--- src/rtl/norm_collector_pkg.sv ---
// Shared constants and types for the core / normalizer / collector slice.
//   NORM_COL_DEFAULT      default number of normalized words per row
//   NORM_BW_PSUM_DEFAULT  default width of one normalized word
//   norm_coll_state_t     collector FSM state (FILL / COMMIT)
package norm_collector_pkg;

    localparam int unsigned NORM_COL_DEFAULT     = 8;
    localparam int unsigned NORM_BW_PSUM_DEFAULT = 11;

    typedef enum logic {
        StFill   = 1'b0,
        StCommit = 1'b1
    } norm_coll_state_t;

endpackage

--- src/rtl/norm_row_fifo.sv ---
// Row buffer for norm_collector: DEPTH slots of WIDTH bits, first-in first-out.
// Ports:
//   i_clk, i_reset   clock, asynchronous active-high reset (clears pointers)
//   i_push, i_wdata  write request and row; ignored when full unless i_pop is also accepted
//   i_pop            read request; ignored when empty
//   o_rdata          oldest row, zero while empty
//   o_full, o_empty  occupancy flags
module norm_row_fifo #(
    parameter int unsigned DEPTH = 4,
    parameter int unsigned WIDTH = 88
) (
    input  logic             i_clk,
    input  logic             i_reset,
    input  logic             i_push,
    input  logic [WIDTH-1:0] i_wdata,
    input  logic             i_pop,
    output logic [WIDTH-1:0] o_rdata,
    output logic             o_full,
    output logic             o_empty
);

    localparam int unsigned AW = $clog2(DEPTH);
    localparam logic [AW:0] PtrOne = {{AW{1'b0}}, 1'b1};

    logic [WIDTH-1:0] r_mem [DEPTH];
    // Extra MSB on each pointer distinguishes full from empty.
    logic [AW:0]      r_wptr;
    logic [AW:0]      r_rptr;
    logic             w_do_push;
    logic             w_do_pop;

    assign o_empty   = (r_wptr == r_rptr);
    assign o_full    = (r_wptr[AW] != r_rptr[AW]) && (r_wptr[AW-1:0] == r_rptr[AW-1:0]);
    assign w_do_pop  = i_pop && !o_empty;
    // A pop in the same cycle frees the slot, so a push on full still lands.
    assign w_do_push = i_push && (!o_full || w_do_pop);
    assign o_rdata   = o_empty ? '0 : r_mem[r_rptr[AW-1:0]];

    always_ff @(posedge i_clk or posedge i_reset) begin
        if (i_reset) begin
            r_wptr <= '0;
            r_rptr <= '0;
        end else begin
            if (w_do_push) r_wptr <= r_wptr + PtrOne;
            if (w_do_pop)  r_rptr <= r_rptr + PtrOne;
        end
    end

    always_ff @(posedge i_clk) begin
        if (w_do_push) r_mem[r_wptr[AW-1:0]] <= i_wdata;
    end

endmodule

--- src/rtl/norm_collector.sv ---
// Collects a stream of normalized words into COL-wide rows and hands them to a
// valid/ready consumer through a DEPTH-row buffer. The upstream cannot stall, so
// a completed row that finds the buffer full (and not draining) is dropped.
// Ports:
//   clk, reset             clock, asynchronous active-high reset
//   norm_valid, psum_norm  one normalized word per valid cycle
//   flush                  abandon the partial row (buffered rows survive)
//   m_valid, m_ready       row handshake; m_data holds word k at [k*BW_PSUM +: BW_PSUM]
//   overflow               sticky, a completed row was dropped
//   drop_cnt               dropped-row count, saturating at 255; only built when
//                          NORM_COLLECT_DROPCNT_EN is defined, otherwise tied to 0
module norm_collector
    import norm_collector_pkg::*;
#(
    parameter int unsigned COL     = NORM_COL_DEFAULT,
    parameter int unsigned BW_PSUM = NORM_BW_PSUM_DEFAULT,
    parameter int unsigned DEPTH   = 4
) (
    input  logic                   clk,
    input  logic                   reset,
    input  logic                   norm_valid,
    input  logic [BW_PSUM-1:0]     psum_norm,
    input  logic                   flush,
    output logic                   m_valid,
    input  logic                   m_ready,
    output logic [BW_PSUM*COL-1:0] m_data,
    output logic                   overflow,
    output logic [7:0]             drop_cnt
);

    localparam int unsigned IW    = (COL > 1) ? $clog2(COL) : 1;
    localparam int unsigned ROW_W = BW_PSUM * COL;

    norm_coll_state_t              r_state;
    norm_coll_state_t              w_state_d;
    logic [IW-1:0]                 r_idx;
    logic [IW-1:0]                 w_idx_d;
    // Lanes 0..COL-2 only; the last word goes straight into the commit register.
    logic [BW_PSUM*(COL-1)-1:0]    r_stage;
    // Second staging level: frees r_stage for the next row during COMMIT.
    logic [ROW_W-1:0]              r_commit_row;
    logic                          r_overflow;
    logic                          w_accept;
    logic                          w_last;
    logic                          w_push;
    logic                          w_pop;
    logic                          w_drop;
    logic                          w_full;
    logic                          w_empty;

    assign w_accept = norm_valid && !flush;
    assign w_last   = w_accept && (r_idx == IW'(COL - 1));

    always_comb begin
        w_state_d = r_state;
        w_idx_d   = r_idx;
        w_push    = 1'b0;
        unique case (r_state)
            StFill: ;
            StCommit: begin
                w_push    = !flush;
                w_state_d = StFill;
            end
        endcase
        if (w_accept) begin
            if (w_last) begin
                w_idx_d   = '0;
                w_state_d = StCommit;
            end else begin
                w_idx_d = r_idx + IW'(1);
            end
        end
        if (flush) begin
            w_idx_d   = '0;
            w_state_d = StFill;
        end
    end

    always_ff @(posedge clk or posedge reset) begin
        if (reset) begin
            r_state      <= StFill;
            r_idx        <= '0;
            r_stage      <= '0;
            r_commit_row <= '0;
        end else begin
            r_state <= w_state_d;
            r_idx   <= w_idx_d;
            for (int unsigned k = 0; k < COL - 1; k++) begin
                if (w_accept && (r_idx == IW'(k))) begin
                    r_stage[k*BW_PSUM +: BW_PSUM] <= psum_norm;
                end
            end
            if (w_last) r_commit_row <= {psum_norm, r_stage};
        end
    end

    assign w_pop  = m_valid && m_ready;
    assign w_drop = w_push && w_full && !w_pop;

    norm_row_fifo #(
        .DEPTH (DEPTH),
        .WIDTH (ROW_W)
    ) u_row_fifo (
        .i_clk   (clk),
        .i_reset (reset),
        .i_push  (w_push),
        .i_wdata (r_commit_row),
        .i_pop   (w_pop),
        .o_rdata (m_data),
        .o_full  (w_full),
        .o_empty (w_empty)
    );

    assign m_valid = !w_empty;

    always_ff @(posedge clk or posedge reset) begin
        if (reset) begin
            r_overflow <= 1'b0;
        end else if (w_drop) begin
            r_overflow <= 1'b1;
        end
    end

    assign overflow = r_overflow;

`ifdef NORM_COLLECT_DROPCNT_EN
    logic [7:0] r_drop_cnt;

    always_ff @(posedge clk or posedge reset) begin
        if (reset) begin
            r_drop_cnt <= '0;
        end else if (w_drop && (r_drop_cnt != 8'hFF)) begin
            r_drop_cnt <= r_drop_cnt + 8'd1;
        end
    end

    assign drop_cnt = r_drop_cnt;
`else
    assign drop_cnt = '0;
`endif

endmodule

--- config.mk ---
export PLATFORM = sky130hd
export DESIGN_NAME = norm_collector
export DESIGN_NICKNAME = d
export VERILOG_FILES = /design/src/rtl/norm_collector_pkg.sv /design/src/rtl/norm_row_fifo.sv /design/src/rtl/norm_collector.sv
export SDC_FILE = /design/constraint.sdc
export NUM_CORES = 1
export LEC_CHECK = 0
export CAP_MARGIN = 20
export CORE_AREA = 2 2 244 246
export CTS_CLUSTER_SIZE = 16
export DETAILED_ROUTE_END_ITERATION = 6
export DIE_AREA = 0 0 246 248
export HOLD_SLACK_MARGIN = 0.08
export SYNTH_ARGS = -nofsm -noshare
export SYNTH_HDL_FRONTEND = slang
export SYNTH_SLANG_ARGS = --single-unit
--- constraint.sdc ---
create_clock -name clk -period 10 [get_ports clk]
set_clock_uncertainty 0.1 [all_clocks]
set_input_delay 1 -clock clk [delete_from_list [all_inputs] [get_ports clk]]
set_output_delay 1 -clock clk [all_outputs]
set_load 0.01 [all_outputs]
==> metrics, run 1 <==
grt peak-use layer met2; crit path launch type register; number of diodes 0; CTS tree done; routed wire length 42300 um; Initial Utilization 0.347; share of cells above drive strength 1 0.316; met1 Use GR 0.189; cts bufs inserted 54; Avg WL per Cell 21.9 um; top post-synthesis cells by count 352 x edfxtp_1, 176 x dfrtp_1, 157 x mux2_2; Detail Route Antenna Nets 0; CP Data Arrival Time 3.98 ns; Syn Area/Cell 20.6 um2; H-tree Lvls 2; drt initial violations 575; Congestion Overflow GR 0; worst-path fanout max 67; fill count 5169; first-pass GRT wire length 63200 um; xor/xnor cell area share of the yosys netlist 0.00519; Core Area 58500 um2; Die Area 61000 um2; initial antenna violation count 3; top cell type's share of synthesized area 0.522; adder-cell area share of the yosys netlist 0.00679; Netlist cell types 34; CTS Sinks 528; class of the worst hold path register to register; Synthesis Warnings 0; Seq/Total Area, Yosys 0.739; Final Cycle Share 0.508; most used flip-flop cell after synthesis edfxtp_1; via-per-instance ratio 4.75; PostCTS Resize Cnt 0; IO Port Bufs 105; Worst-path clk slew 0.06 ns; Layout Utilization 0.410; DR vias 9160; Synth async-reset ratio 0.333; Post-DP HPWL 23300 um; Cell Area, Synth 20300 um2; die width 246 um; row count 89; number of global-route vias before repair 9629; Hold Vio Cnt, Final 0; top-count cell post-synth edfxtp_1; main combinational cell family by area after synthesis multiplexers; Worst Tran Pin Value 1.01 ns; outcome finished, final reports clean; Slew headroom 0.326; largest net degree at the start of global routing 104; number of max-cap violations 0; area of the multi-input gates 4950 um2; fin. max-slew vios 0; routing usage on met3 0.0226; post-synthesis register bit count 528; deepest clock path buffer count 3; root buffer cell clkbuf_16; Pleak 9.31 nW; hold_buf cts 0; crit path time final 5.08 ns; Fmax 197 MHz; postcts setup bufs 0; Peak VDD IR 120 uV; Synth Area in Simple Gates 0.0333; Synth Instances 984; Synth Area in Compound Gates 0.00296; total track usage 0.142; Final Setup Violations 0; Post-synth EDFFs 352; Crit Path Class register to primary output; post-synthesis mux area share 0.193; crit path capture type primary output; most area-consuming cells after synthesis edfxtp_1 52%, dfrtp_1 22%, mux4_2 9.8%; RSZ-0062 raised after global routing no; cell taking the most area after synthesis edfxtp_1; final RePlAce weighted congestion 0.683; DRC Markers 0; total area of sequential cells 15000 um2; Setup TNS Final 0 ns; NumNets Final 1140; PwrDens 228 nW/um2; Clock Latency Late Sink 0.59 ns; Layout area overhead 18.3%; worst endpoint required time 8.90 ns; grt met2 use 0.241; drt pass-1 iters 6; IO Pins 114; Die H 248 um
-- area by class of cell --
cell class	instances	area share
well taps	773	0.0403
clock inverters	24	0.0109
flip-flops and latches	528	0.625
multi-input cells	398	0.206
inverters	11	0.00198
clock buffers	76	0.0644
repair buffers	120	0.0512
-- per-stage QoR --
| stage | total power [mW] | cell area (um2) | hold WS (ns) | worst slack, ns | cells |
|---|---|---|---|---|---|
| after floorplan | 3.11 | 20300 | 0.372 | 4.13 | 991 |
| after global placement | 3.51 | 22100 | 0.381 | 5.29 | 1826 |
| after detailed placement | 3.52 | 22100 | 0.388 | 5.27 | 1828 |
| after CTS | 5.55 | 23900 | 0.387 | 4.61 | 1928 |
| after global routing | 5.71 | 24000 | 0.406 | 4.52 | 1930 |
| final | 5.46 | 24000 | 0.386 | 4.92 | 1930 |
-- cells in the final DEF, fill, tap and decap left out, types with 2 or more instances in the layout --
cell type and n:
edfxtp_1 352, dfrtp_1 174, mux2_2 157, clkdlybuf4s50_1 105, nor2b_1 89, mux4_2 88, clkbuf_16 54, ha_1 11
clkbuf_1 11, clkbuf_8 11, buf_4 11, mux2_4 10, inv_1 9, clkinv_2 9, conb_1 8, xnor2_1 6
clkinv_1 6, bufinv_16 5, nor2_1 4, nor2_4 3, nand3_1 3, and3_1 3, mux2i_1 2, clkinv_4 2
clkinvlp_4 2, buf_16 2, buf_12 2, dfrtp_4 2
-- final timing paths --
kind | startpoint | end | slack [ns] | cells after the start
worst min register to register | r_stage[56]$_DFFE_PP0P_ | r_commit_row[56]$_DFFE_PP0P_ | 0.39 | 1
worst max-delay path | u_row_fifo.r_rptr[1]$_DFFE_PP0P_ | m_data[57] | 4.92 | 5
worst max register to register | u_row_fifo.r_rptr[1]$_DFFE_PP0P_ | u_row_fifo.r_mem[3][20]$_DFFE_PP_ | 6.32 | 4
max in group asynchronous | reset | u_row_fifo.r_rptr[1]$_DFFE_PP0P_ | 7.25 | 4
worst min-delay path | r_stage[56]$_DFFE_PP0P_ | r_commit_row[56]$_DFFE_PP0P_ | 0.39 | 1
min in group asynchronous | reset | r_commit_row[6]$_DFFE_PP0P_ | 0.76 | 2
-- worst max-delay path: stages (launching register included) --
cell and delay [ns]:
dfrtp_4 0.82, xor2_4 0.22, nor3_4 0.81, buf_4 0.81
nor2b_1 0.15, clkdlybuf4s50_1 0.53
-- routing by layer --
layer / routed length, um / vias to the layer above
li1: - / 4045
met1: 18300 / 4885
met2: 21400 / 179
met3: 1780 / 51
met4: 784 / 0
met5: 0 / -
-- report_power, final --
| part | internal, mW | total (mW) | switching, mW |
|---|---|---|---|
| Sequential | 2.38 | 2.45 | 0.0707 |
| Combinational | 0.524 | 0.997 | 0.473 |
| Clock | 1.20 | 2.01 | 0.809 |
-- sequential cells by signal, summed over array words and instances, names as in the netlist --
name and cells:
r_stage 77, u_row_fifo.r_wptr 3, u_row_fifo.r_mem 352, r_commit_row 88
overflow 1, r_idx 3, u_row_fifo.r_rptr 3, r_state 1
-- cell families after synthesis --
group                    Yosys count
other                              1
flip-flops                       528
buffers and inverters             65
adder cells (fa/ha/maj)           11
AND/OR/NAND/NOR                  108
AO/OA/AOI/OAI                      5
multiplexers                     257
XOR/XNOR                           9
(Power assumes the default switching activity.)
==> inputs of run 2 (changes only) <==
Clock period 10 ns to 4.1 ns, I/O delays scaled along.
==> metrics, run 2 (synthesis gave the netlist of run 1 again) <==
Cell Chain, Critical Path buf_12 -> mux4_2 -> nor2b_1 -> clkdlybuf4s50_1; cts bufs inserted 49; Slew headroom 0.281; IO Port Bufs 105; total track usage 0.138; share of cells above drive strength 1 0.315; worst endpoint required time 3.59 ns; max reg flops 352; Core Area 58500 um2; Placed Cells 1833; DRC Markers 0; Avg WL per Cell 21.4 um; outcome finished, final reports clean; fin. max-slew vios 0; hold_buf cts 0; Layout area overhead 17.8%; postcts setup bufs 0; Post-Layout Cell Count 1925; Pleak 9.25 nW; Initial Utilization 0.347; RSZ-0062 raised after global routing no; PwrDens 546 nW/um2; Worst Reg-to-Reg Cells 4; CTS Sinks 528; Setup TNS Final 0 ns; Final Setup Violations 0; Detail Route Antenna Nets 0; Fmax 288 MHz; CTS tree done; PostCTS Resize Cnt 0; drt pass-1 iters 4; WHS 0.283 ns; die width 246 um; Die Area 61000 um2; root buffer cell clkbuf_16; Worst R2R End u_row_fifo.r_mem[1][84]$_DFFE_PP_; number of global-route vias before repair 9822; Worst Tran Pin Value 1.08 ns; reg2reg start u_row_fifo.r_wptr[0]$_DFFE_PP0P_; number of max-cap violations 0; routed wire length 41200 um; Slowest-stage cell, CP mux4_2; Worst-path clk slew 0.06 ns; fill count 5176; class of the worst hold path primary input to async pin; Final Cycle Share 0.847; first-pass GRT wire length 62300 um; Hold Vio Cnt, Final 0; DR vias 9224; number of diodes 0; commonest cells after routing, fill and taps aside 352 x edfxtp_1, 174 x dfrtp_1, 157 x mux2_2, 105 x clkdlybuf4s50_1, 89 x nor2b_1; largest net degree at the start of global routing 91; reg2reg setup slack 1.19 ns; Peak VDD IR 611 uV; row count 89; Crit path largest cell delay 0.65 ns; Die H 248 um; drt initial violations 570; crit path launch type register; Clock Latency Late Sink 0.57 ns; crit path capture type primary output; Post-DP HPWL 22700 um; H-tree Lvls 2; most common cell after layout, fill and taps aside edfxtp_1; NumNets Final 1138; crit path time final 3.47 ns; Crit Path Class register to primary output; initial antenna violation count 3; final RePlAce weighted congestion 0.676; worst-path fanout max 90; CP Data Arrival Time 2.96 ns; deepest clock path buffer count 3; via-per-instance ratio 4.79; Congestion Overflow GR 0; IO Pins 114
==> run 2: changes by cell type in the layout (fill, tap and decap cells not counted), moves of 2 or more <==
cell / delta
clkbuf_8: -7
clkinv_2: +3
buf_12: +6
buf_16: -2
clkinvlp_4: +3
clkbuf_1: -3
clkbuf_16: -3
==> run 2: metrics by stage <==
step,total power [mW],utilization,setup slack (ns),instance area (um2)
2_1_floorplan,7.58,-,-1.20,20300
3_3_place_gp,8.63,0.380,0.645,22200
3_5_place_dp,8.64,0.380,0.650,22200
4_1_cts,13.2,0.408,0.521,23900
5_1_grt,13.6,0.408,0.425,23900
6_report,13.0,0.408,0.625,23900
==> run 2: area by class of cell <==
type / instances / area (um2) / share of cell area
flip-flops and latches: 528 / 15000 / 0.628
well taps: 773 / 967 / 0.0405
clock inverters: 29 / 279 / 0.0117
repair buffers: 123 / 1290 / 0.0539
multi-input cells: 398 / 4950 / 0.207
clock buffers: 63 / 1360 / 0.0570
inverters: 11 / 46.3 / 0.00194
==> run 2: where the power goes <==
| part | total [mW] | switching, mW | internal [mW] |
|---|---|---|---|
| Sequential | 5.91 | 0.0997 | 5.81 |
| Clock | 4.58 | 1.91 | 2.67 |
| Combinational | 2.54 | 1.26 | 1.28 |
| Total | 13.0 | 3.27 | 9.76 |
==> run 2: worst max-delay path: cells and delay by family, from the launching register on <==
kind                   cells  cell delay, ns
flip-flops                 1            0.44
buffers and inverters      2            1.12
AND/OR/NAND/NOR            1            0.16
multiplexers               1            0.65
==> run 2: worst max-delay path by stage <==
stage,from,end,slack [ns],depth (start not counted)
after floorplan,u_row_fifo.r_rptr[0]$_DFFE_PP0P_,u_row_fifo.r_mem[0][0]$_DFFE_PP_,-1.20,4
after global placement,flush,u_row_fifo.r_mem[1][1]$_DFFE_PP_,0.65,5
after detailed placement,flush,u_row_fifo.r_mem[1][7]$_DFFE_PP_,0.65,5
after CTS,u_row_fifo.r_rptr[0]$_DFFE_PP0P_,m_data[25],0.52,4
after global routing,u_row_fifo.r_rptr[0]$_DFFE_PP0P_,m_data[74],0.43,4
final,u_row_fifo.r_rptr[0]$_DFFE_PP0P_,m_data[0],0.63,4
==> run 2: layer usage <==
metal	up-vias	global-route usage	share of wire
met2	180	0.241	0.51
met4	2	0.0323	0.017
met3	53	0.0251	0.039
met5	-	0	0.00032
li1	4047	-	-
met1	4942	0.180	0.43
